File: src/rtl/aira_ml_pkg.sv
// Shared definitions for the aira_ml output path.
//   ser_state_t : serialiser FSM states (idle, address bytes, data bytes)
//   bytes_for() : number of whole bytes needed to carry a field of the given bit width
package aira_ml_pkg;

  typedef enum logic [1:0] {
    StIdle,
    StSendAddr,
    StSendData
  } ser_state_t;

  function automatic int unsigned bytes_for(input int unsigned width);
    return (width + 32'd7) / 32'd8;
  endfunction

endpackage

File: src/rtl/aira_ml_output_serialiser.sv
// Buffers one aira_ml output beat (all ports' words and addresses) and emits it as a
// little-endian byte stream under a valid/ready handshake: port 0 address, port 0 data,
// port 1 address, ... Addresses are zero-extended and data sign-extended to whole bytes.
//
// Ports:
//   clk, rst       clock (rising edge) and asynchronous active-low reset
//   i_data         per-port network output words (two's complement)
//   i_d_addr       per-port word addresses
//   i_d_valid      beat valid; only sampled while idle
//   o_stall        registered busy flag toward the network (upstream holds its beat)
//   o_byte         serial byte
//   o_byte_valid   o_byte is valid
//   o_byte_last    o_byte is the final byte of the beat
//   i_byte_ready   sink accepts the current byte
module aira_ml_output_serialiser
  import aira_ml_pkg::*;
#(
  parameter int unsigned N_MODULE_OUTPUT       = 16,
  parameter int unsigned N_MODULE_OUTPUT_ADDR  = 8,
  parameter int unsigned N_MODULE_OUTPUT_PORTS = 1
) (
  input  logic                                                    clk,
  input  logic                                                    rst,
  input  logic [N_MODULE_OUTPUT_PORTS-1:0][N_MODULE_OUTPUT-1:0]      i_data,
  input  logic [N_MODULE_OUTPUT_PORTS-1:0][N_MODULE_OUTPUT_ADDR-1:0] i_d_addr,
  input  logic                                                    i_d_valid,
  output logic                                                    o_stall,
  output logic [7:0]                                              o_byte,
  output logic                                                    o_byte_valid,
  output logic                                                    o_byte_last,
  input  logic                                                    i_byte_ready
);

  localparam int unsigned N_DATA_BYTES = bytes_for(N_MODULE_OUTPUT);
  localparam int unsigned N_ADDR_BYTES = bytes_for(N_MODULE_OUTPUT_ADDR);
  localparam int unsigned N_BEAT_BYTES = N_MODULE_OUTPUT_PORTS * (N_ADDR_BYTES + N_DATA_BYTES);

  // Both fields are extended to a common width so one byte counter and one offset serve both.
  localparam int unsigned NMaxBytes = (N_ADDR_BYTES > N_DATA_BYTES) ? N_ADDR_BYTES : N_DATA_BYTES;
  localparam int unsigned ExtW      = NMaxBytes * 8;
  localparam int unsigned BW        = (NMaxBytes > 1) ? $clog2(NMaxBytes) : 1;
  localparam int unsigned PW        = (N_MODULE_OUTPUT_PORTS > 1) ? $clog2(N_MODULE_OUTPUT_PORTS) : 1;
  localparam int unsigned OffW      = BW + 3;

  localparam logic [BW-1:0] LastAddrByte = BW'(N_ADDR_BYTES - 1);
  localparam logic [BW-1:0] LastDataByte = BW'(N_DATA_BYTES - 1);
  localparam logic [PW-1:0] LastPort     = PW'(N_MODULE_OUTPUT_PORTS - 1);

  ser_state_t state_q, state_d;
  logic [PW-1:0] p_q, p_d;
  logic [BW-1:0] b_q, b_d;
  logic          stall_q, stall_d;

  logic [N_MODULE_OUTPUT_PORTS-1:0][N_MODULE_OUTPUT-1:0]      hold_data_q, hold_data_d;
  logic [N_MODULE_OUTPUT_PORTS-1:0][N_MODULE_OUTPUT_ADDR-1:0] hold_addr_q, hold_addr_d;

  logic [N_MODULE_OUTPUT_PORTS-1:0][ExtW-1:0] addr_ext;
  logic [N_MODULE_OUTPUT_PORTS-1:0][ExtW-1:0] data_ext;
  logic [OffW-1:0]                            bit_off;
  logic                                       handshake;

  always_comb begin
    for (int i = 0; i < int'(N_MODULE_OUTPUT_PORTS); i++) begin
      addr_ext[i] = ExtW'(hold_addr_q[i]);
      data_ext[i] = ExtW'($signed(hold_data_q[i]));
    end
  end

  assign bit_off   = {b_q, 3'b000};
  assign handshake = o_byte_valid & i_byte_ready;

  // Next-state logic
  always_comb begin
    state_d     = state_q;
    p_d         = p_q;
    b_d         = b_q;
    hold_data_d = hold_data_q;
    hold_addr_d = hold_addr_q;

    case (state_q)
      StIdle: begin
        if (i_d_valid) begin
          hold_data_d = i_data;
          hold_addr_d = i_d_addr;
          state_d     = StSendAddr;
          p_d         = '0;
          b_d         = '0;
        end
      end
      StSendAddr: begin
        if (handshake) begin
          if (b_q == LastAddrByte) begin
            state_d = StSendData;
            b_d     = '0;
          end else begin
            b_d = b_q + 1'b1;
          end
        end
      end
      StSendData: begin
        if (handshake) begin
          if (b_q == LastDataByte) begin
            b_d = '0;
            if (p_q == LastPort) begin
              state_d = StIdle;
              p_d     = '0;
            end else begin
              state_d = StSendAddr;
              p_d     = p_q + 1'b1;
            end
          end else begin
            b_d = b_q + 1'b1;
          end
        end
      end
      default: begin
        state_d = StIdle;
        p_d     = '0;
        b_d     = '0;
      end
    endcase

    stall_d = (state_d != StIdle);
  end

  always_ff @(posedge clk or negedge rst) begin
    if (!rst) begin
      state_q     <= StIdle;
      p_q         <= '0;
      b_q         <= '0;
      stall_q     <= 1'b0;
      hold_data_q <= '0;
      hold_addr_q <= '0;
    end else begin
      state_q     <= state_d;
      p_q         <= p_d;
      b_q         <= b_d;
      stall_q     <= stall_d;
      hold_data_q <= hold_data_d;
      hold_addr_q <= hold_addr_d;
    end
  end

  // Outputs depend only on registered state, so they hold steady under backpressure.
  always_comb begin
    o_byte      = 8'h00;
    o_byte_last = 1'b0;
    case (state_q)
      StSendAddr: o_byte = addr_ext[p_q][bit_off +: 8];
      StSendData: begin
        o_byte      = data_ext[p_q][bit_off +: 8];
        o_byte_last = (p_q == LastPort) && (b_q == LastDataByte);
      end
      default: ;
    endcase
  end

  assign o_byte_valid = (state_q != StIdle);
  assign o_stall      = stall_q;

  initial begin : p_param_check
    assert (N_MODULE_OUTPUT >= 1 && N_MODULE_OUTPUT_ADDR >= 1 && N_MODULE_OUTPUT_PORTS >= 1)
      else $fatal(1, "aira_ml_output_serialiser: widths and port count must be >= 1");
    assert (N_BEAT_BYTES >= 2)
      else $fatal(1, "aira_ml_output_serialiser: beat must carry at least two bytes");
  end

endmodule

File: config.mk
export PLATFORM = sky130hd
export DESIGN_NAME = aira_ml_output_serialiser
export DESIGN_NICKNAME = d
export VERILOG_FILES = /design/src/rtl/aira_ml_pkg.sv /design/src/rtl/aira_ml_output_serialiser.sv
export SDC_FILE = /design/constraint.sdc
export NUM_CORES = 1
export LEC_CHECK = 0
export BUFFER_PORTS_ARGS = -buffer_cell sky130_fd_sc_hd__buf_2
export CAP_MARGIN = 20
export CORE_UTILIZATION = 58
export CTS_BUF_LIST = sky130_fd_sc_hd__clkbuf_8
export CTS_CLUSTER_DIAMETER = 40
export DETAILED_ROUTE_END_ITERATION = 8
export PLACE_DENSITY_LB_ADDON = 0.25
export SLEW_MARGIN = 30
export SYNTH_ARGS = -nofsm -noshare
export SYNTH_HDL_FRONTEND = slang
export SYNTH_SLANG_ARGS = --single-unit
File: constraint.sdc
create_clock -name clk -period 3.36 [get_ports clk]
set_input_delay 0.168 -clock clk [delete_from_list [all_inputs] [get_ports clk]]
set_output_delay 0.168 -clock clk [all_outputs]
set_load 0.05 [all_outputs]
==> summary.txt, run 1 <==
Global route
  – Largest net degree at the start of global routing: 29
  – Overall Global Routing Usage: 0.217
  – Grt total ovfl: 0
  – Global-route wire length before repair: between 4000 and 5000 um
  – Antenna violations before repair: 0
  – Vias in the first global route: 936

Cells and area
  – Diodes inserted: 0
  – Combined area of the multi-input logic cells: approximately 720 sq um
  – Filler cells: about 190
  – Post-layout util: 0.699
  – Sequential cell area: about 700 sq um
  – Nets@finish: around 180
  – Layout Cells excl Fill: ~170
  – Layout cells sized above 1: 0.472
  – Synth-to-layout area growth: 15.1%

Critical path
  – Crit path kind: register to primary output
  – CP Capture Type: primary output
  – Worst Path Arrival: about 2.3 ns
  – CP startpoint kind: register
  – Critical path fanouts, max: 13
  – CP required: between 3 and 4 ns

Synth
  – XOR/XNOR Fraction of Synth Area: 0
  – Compound-cell area share of the yosys netlist: 0.0932
  – Most common flop cell mapped by yosys: dfrtp_1
  – Synth area leaders: dfrtp_1 47%, mux2_4 20%, mux2i_1 5.4%
  – Post-synth top cells: 28 x dfrtp_1, 20 x mux2_4, 9 x and2_1
  – Largest family of logic cells by synthesized area: multiplexers
  – Synth Warn #: 0
  – Post-Syn Instances: ~110
  – Most frequent cell after synthesis: dfrtp_1
  – Top-area cell type share of the netlist area: 0.470
  – Register area share after synthesis: 0.470
  – Asr flop ratio synth: 1.00
  – Synth Register Bits: 28
  – Syn nets: between 100 and 150
  – Simple logic cell fraction of the synthesized area: 0.0739
  – Post-synth EDFFs: 0
  – Post-synth top area cell: dfrtp_1
  – Synth cell types: 25
  – Post-synthesis mux area share: 0.285
  – Syn Std Cell Area: ~1500 sq um
  – Synthesized-area fraction occupied by adder cells: 0.0336
  – Avg Inst Size Synth: roughly 14 sq um

Timing
  – Min Tclk post-route: 2.49 ns
  – Slew HR: 0.594
  – Fmax: 0.401 GHz
  – Setup_tns: 0 ns
  – Crit share post-route: 0.742
  – Fin. max-slew vios: 0
  – RSZ-0062 raised after global routing: false
  – # setup viols final: 0
  – Worst Max-Slew Pin Slew: around 0.61 ns
  – Worst Skew: between 0.005 and 0.006 ns
  – Final hold violations: 0

Drt
  – Final ANT Viol Nets: 0
  – Routed WL: about 2700 um
  – DRC viols: 0
  – Initial drt markers: 10
  – First drt pass iteration count: 4
  – Vias per cell: roughly 5.5
  – Routed WL per cell: between 15 and 20 um
  – Via count: between 900 and 1,000

Clock network
  – Root buffer selected by CTS: clkbuf_8
  – Clock tree buffer depth: 2
  – Clock sinks: 28
  – Reg clk slew, reported paths: around 0.09 ns
  – CTS tree: yes
  – CTS H-Tree Depth: 1
  – CTS buffer count: 3
  – Worst skew pair latency: 0.27 ns
  – # resized after CTS: 0

Power and ir drop
  – Peak VDD IR: around 0.86 mV
  – Pwr per Cell Area: 1120 nW/um^2
  – Leakage power: between 0.8 and 0.9 nW

Placed design
  – Buffers on Ports: 38
  – Dpl hpwl: approximately 1900 um
  – GP Congestion: between 0.7 and 0.8
  – Placed cells: 170

Floorplanning
  – Die width: about 53 um
  – Die area: ~2800 sq um
  – Initial core utilization: 0.607
  – DIE HEIGHT: around 53 um
  – Rows: 18
  – Core area: roughly 2500 sq um
  – IO Count: 39

Job
  – Maxcap violations: 0

Run status
  – Status: finished, final reports clean

Hold path
  – Min-Delay Path Class: input port to register
==> where the power goes <==
group / switching, mW / leakage [nW] / total (mW) / internal, mW
logic: 0.636 / 0.498 / 1.12 / 0.484
clock network: 0.0987 / 0.0216 / 0.179 / 0.0805
registers: 0.112 / 0.333 / 0.618 / 0.507
total: 0.847 / 0.853 / 1.92 / 1.07
==> placed cells by master (no fill, tap or decap), drive strengths merged <==
cell type    instances
a211o                1
a211oi               2
a21oi                3
and2                 9
buf                 38
clkbuf               3
dfrtp               28
dlygate4sd3          1
ha                   4
inv                  3
mux2                24
mux2i                8
nand2                2
nand2b               2
nor2                 2
nor2b                1
nor3                 1
nor3b                1
o21ai                1
o22a                 1
o22ai                1
o2bb2ai              8
==> layout make-up <==
| class | instances | share of cell area |
|---|---|---|
| Clock buffer | 3 | 0.0241 |
| Multi-Input combinational cell | 71 | 0.422 |
| Sequential cell | 28 | 0.408 |
| Tap cell | 30 | 0.0219 |
| Timing Repair Buffer | 39 | 0.117 |
| Inverter | 3 | 0.00656 |
==> path summary, 6_finish.rpt <==
path | from | endpoint | slack [ns] | cells after the start
worst max-delay path | state_q[0]$_DFF_PN0_ | o_byte[6] | 0.87 | 6
worst min-delay path | i_data[10] | data_ext[10]$_DFFE_PN0P_ | 0.12 | 2
worst max register to register | state_q[1]$_DFF_PN0_ | state_q[0]$_DFF_PN0_ | 1.59 | 5
worst min register to register | hold_addr_q[5]$_DFFE_PN0P_ | hold_addr_q[5]$_DFFE_PN0P_ | 0.52 | 1
max in group asynchronous | rst | hold_addr_q[7]$_DFFE_PN0P_ | 2.53 | 2
min in group asynchronous | rst | data_ext[1]$_DFFE_PN0P_ | 0.43 | 2
==> what timing repair did <==
action,CTS,global route
endpoints found under the hold margin,28,0
hold buffers,1,0
buffers inserted,0,0
setup endpoints to repair,0,0
==> metrics by stage <==
step	hold slack, ns	total power [mW]	worst slack (ns)	cell area [sq um]
floorplan	-0.128	1.56	1.58	1490
global placement	0.201	1.72	1.24	1660
detailed placement	0.215	1.75	1.18	1660
CTS	0.115	1.93	0.850	1720
global route	0.111	2.03	0.672	1720
finish	0.117	1.92	0.868	1720
==> per-layer routing <==
layer | GRT usage | vias up | wire length, um
li1 | - | 459 | -
met1 | 0.270 | 465 | 1230
met2 | 0.361 | 31 | 1240
met3 | 0.0696 | 4 | 164
met4 | 0.0570 | 0 | 25
met5 | 0 | - | 0
==> state kept, by name, indices dropped and copies added, names as in the netlist <==
name and cells:
o_stall 1, state_q 2, b_q 1, data_ext 16
hold_addr_q 8
==> critical path: stages, from the launching register on <==
cell	delay, ns
dfrtp_1	0.41
inv_1	0.11
ha_1	0.55
and2_1	0.44
o2bb2ai_1	0.15
and2_1	0.14
buf_2	0.26
==> cells by family (layout without fill, tap and decap cells) <==
family,after synthesis,in the layout
mux,32,32
flops,28,28
simple gates,18,18
compound gates,17,17
buf+inv,9,45
fa+ha+maj,4,4
Power figures use the tool's default switching activity.
==> inputs of run 2 (changes only) <==
--- a/config.mk
+++ b/config.mk
@@ -7,7 +7,7 @@
 export LEC_CHECK = 0
 export BUFFER_PORTS_ARGS = -buffer_cell sky130_fd_sc_hd__buf_2
 export CAP_MARGIN = 20
-export CORE_UTILIZATION = 58
+export CORE_UTILIZATION = 54
 export CTS_BUF_LIST = sky130_fd_sc_hd__clkbuf_8
 export CTS_CLUSTER_DIAMETER = 40
 export DETAILED_ROUTE_END_ITERATION = 8
==> constraint.sdc (replaced) <==
create_clock -name clk -period 2.4 [get_ports clk]
set_input_delay 0.12 -clock clk [delete_from_list [all_inputs] [get_ports clk]]
set_output_delay 0.12 -clock clk [all_outputs]
set_load 0.05 [all_outputs]
==> run 2 against run 1 <==
Against the previous run:
- critical path depth unchanged
- via count is 0.21% higher
- setup slack lost 0.64 ns
- register-to-register slack got worse by 0.94 ns
- sequential power rose by 39%
- routed wire length increased by 6.2%
- global-route usage increased by 0.21 points
- critical path type unchanged
- critical endpoint is now o_byte[3]
- highest routed layer unchanged
==> summary.txt, run 2 (synthesized netlist as in run 1, its figures left out) <==
Run status
  – Status: finished, final reports clean

Cells and area
  – Diodes inserted: 0
  – Nets@finish: 179
  – Synth-to-layout area growth: 15.6%
  – Max reg flops: 16
  – Layout Cells excl Fill: ~180
  – Layout cells sized above 1: 0.476
  – Commonest non-fill, non-tap cell in the layout: buf_2
  – Commonest cells after routing, fill and taps aside: 38 x buf_2, 28 x dfrtp_1, 20 x mux2_4
  – Filler cells: ~200
  – Combined area of the multi-input logic cells: just over 700 sq um
  – Sequential cell area: 701 sq um

Placed design
  – Placed cells: ~170
  – GP Congestion: just over 0.8
  – Pre-CTS setup slack: about 0.54 ns
  – Dpl hpwl: a little over 2000 um
  – Buffers on Ports: 38

Timing
  – Final hold violations: 0
  – Fin. max-slew vios: 0
  – # setup viols final: 0
  – Min Tclk post-route: 2.18 ns
  – Setup ws final: 0.223 ns
  – RSZ-0062 raised after global routing: false
  – Setup_tns: 0 ns
  – Worst Max-Slew Pin Slew: 0.630 ns
  – Slew HR: 0.580
  – Fmax: around 0.46 GHz
  – Worst Skew: 0.00253 ns
  – Crit share post-route: 0.907

Global route
  – Met3 GRT Util: 0.0361
  – Overall Global Routing Usage: 0.219
  – Largest net degree at the start of global routing: 29
  – Grt total ovfl: 0
  – GRT met1 Usage: 0.259
  – Grt met2 use: 0.398
  – Vias in the first global route: 1,031
  – Global-route wire length before repair: ~4600 um
  – Antenna violations before repair: 0
  – Busiest grt layer: met2

Clock network
  – Post-CTS Setup Bufs: 0
  – CTS tree: yes
  – Clock tree buffer depth: 2
  – Clock sinks: 28
  – Root buffer selected by CTS: clkbuf_8
  – Reg clk slew, reported paths: approximately 0.090 ns
  – # resized after CTS: 0
  – Worst skew pair latency: between 0.2 and 0.3 ns
  – CTS buffer count: 3
  – CTS Hold Bufs: 1
  – CTS H-Tree Depth: 1

Floorplanning
  – Die width: around 55 um
  – Die area: between 2000 and 3000 sq um
  – IO Count: 39
  – DIE HEIGHT: 54.5 um
  – Initial core utilization: 0.586
  – Rows: 18
  – Core area: 2540 sq um

Hold path
  – Hold depth: 2
  – Min-Delay Path Class: input port to register
  – Min-Delay Startpoint: i_data[7]
  – Hold EP: data_ext[7]$_DFFE_PN0P_

Critical path
  – Top delay family on crit path: simple AND/OR/NAND/NOR gates
  – CP required: approximately 2.3 ns
  – Crit path kind: register to primary output
  – CP max-delay cell: dfrtp_1
  – R2r endpoint: o_stall$_DFF_PN0_
  – CP startpoint kind: register
  – Flop2flop setup slack: between 0.6 and 0.7 ns
  – Worst Path Arrival: 2.06 ns
  – CP cell instances: inv_1 -> ha_1 -> and2_1 -> o2bb2ai_1 -> and2_1 -> buf_2
  – Critical path fanouts, max: 9
  – Cells on worst reg2reg path: 5
  – CP Capture Type: primary output
  – Crit path top cell by count: and2_1
  – Max incr delay on CP: 0.41 ns
  – RR Startpoint: state_q[0]$_DFF_PN0_
  – CP bufs+invs: 2

Power and ir drop
  – Pwr per Cell Area: 1570 nW/um^2
  – Peak VDD IR: around 1.1 mV
  – Leakage power: 0.858 nW

Drt
  – Vias per cell: 5.49
  – First drt pass iteration count: 4
  – Via count: between 900 and 1,000
  – Final ANT Viol Nets: 0
  – Routed WL: 2830 um
  – Initial drt markers: 10
  – DRC viols: 0
  – Routed WL per cell: 16.2 um

Job
  – Maxcap violations: 0
==> run 2: metrics by stage <==
step           hold slack (ns)  utilization  instance area (sq um)  power, mW
4_1_cts                 0.0677        0.677                   1720       2.73
3_3_place_gp             0.166        0.657                   1670       2.42
5_1_grt                 0.0601        0.677                   1720       2.87
3_5_place_dp             0.177        0.657                   1670       2.47
2_1_floorplan           -0.176            -                   1490       2.18
6_report                0.0732        0.677                   1720       2.71
==> run 2: cell type report <==
cell class	count	share of cell area
clock buffer	3	0.0240
timing repair buffer	40	0.121
multi-input combinational	71	0.420
tap	30	0.0218
inverter	3	0.00654
sequential	28	0.407
==> run 2: where the power goes <==
| group | total, mW | switching [mW] | leakage, nW | internal (mW) |
|---|---|---|---|---|
| sequential | 0.862 | 0.153 | 0.333 | 0.709 |
| combinational | 1.59 | 0.909 | 0.504 | 0.685 |
| clock | 0.251 | 0.138 | 0.0216 | 0.113 |
==> run 2: worst max-delay path by stage <==
stage | start | end | cells past startpoint
final | state_q[0]$_DFF_PN0_ | o_byte[3] | 6
after CTS | state_q[0]$_DFF_PN0_ | o_byte[7] | 6
after global routing | state_q[0]$_DFF_PN0_ | o_byte[7] | 6
after detailed placement | state_q[0]$_DFF_PN0_ | o_byte[7] | 6
after floorplan | state_q[0]$_DFF_PN0_ | o_byte[0] | 6
after global placement | state_q[0]$_DFF_PN0_ | o_byte[7] | 6
==> run 2: metal layers <==
layer	wire length (um)	part of all wire
met1	1280	0.45
met2	1400	0.50
met3	117	0.041
met4	28	0.0099
met5	0	0
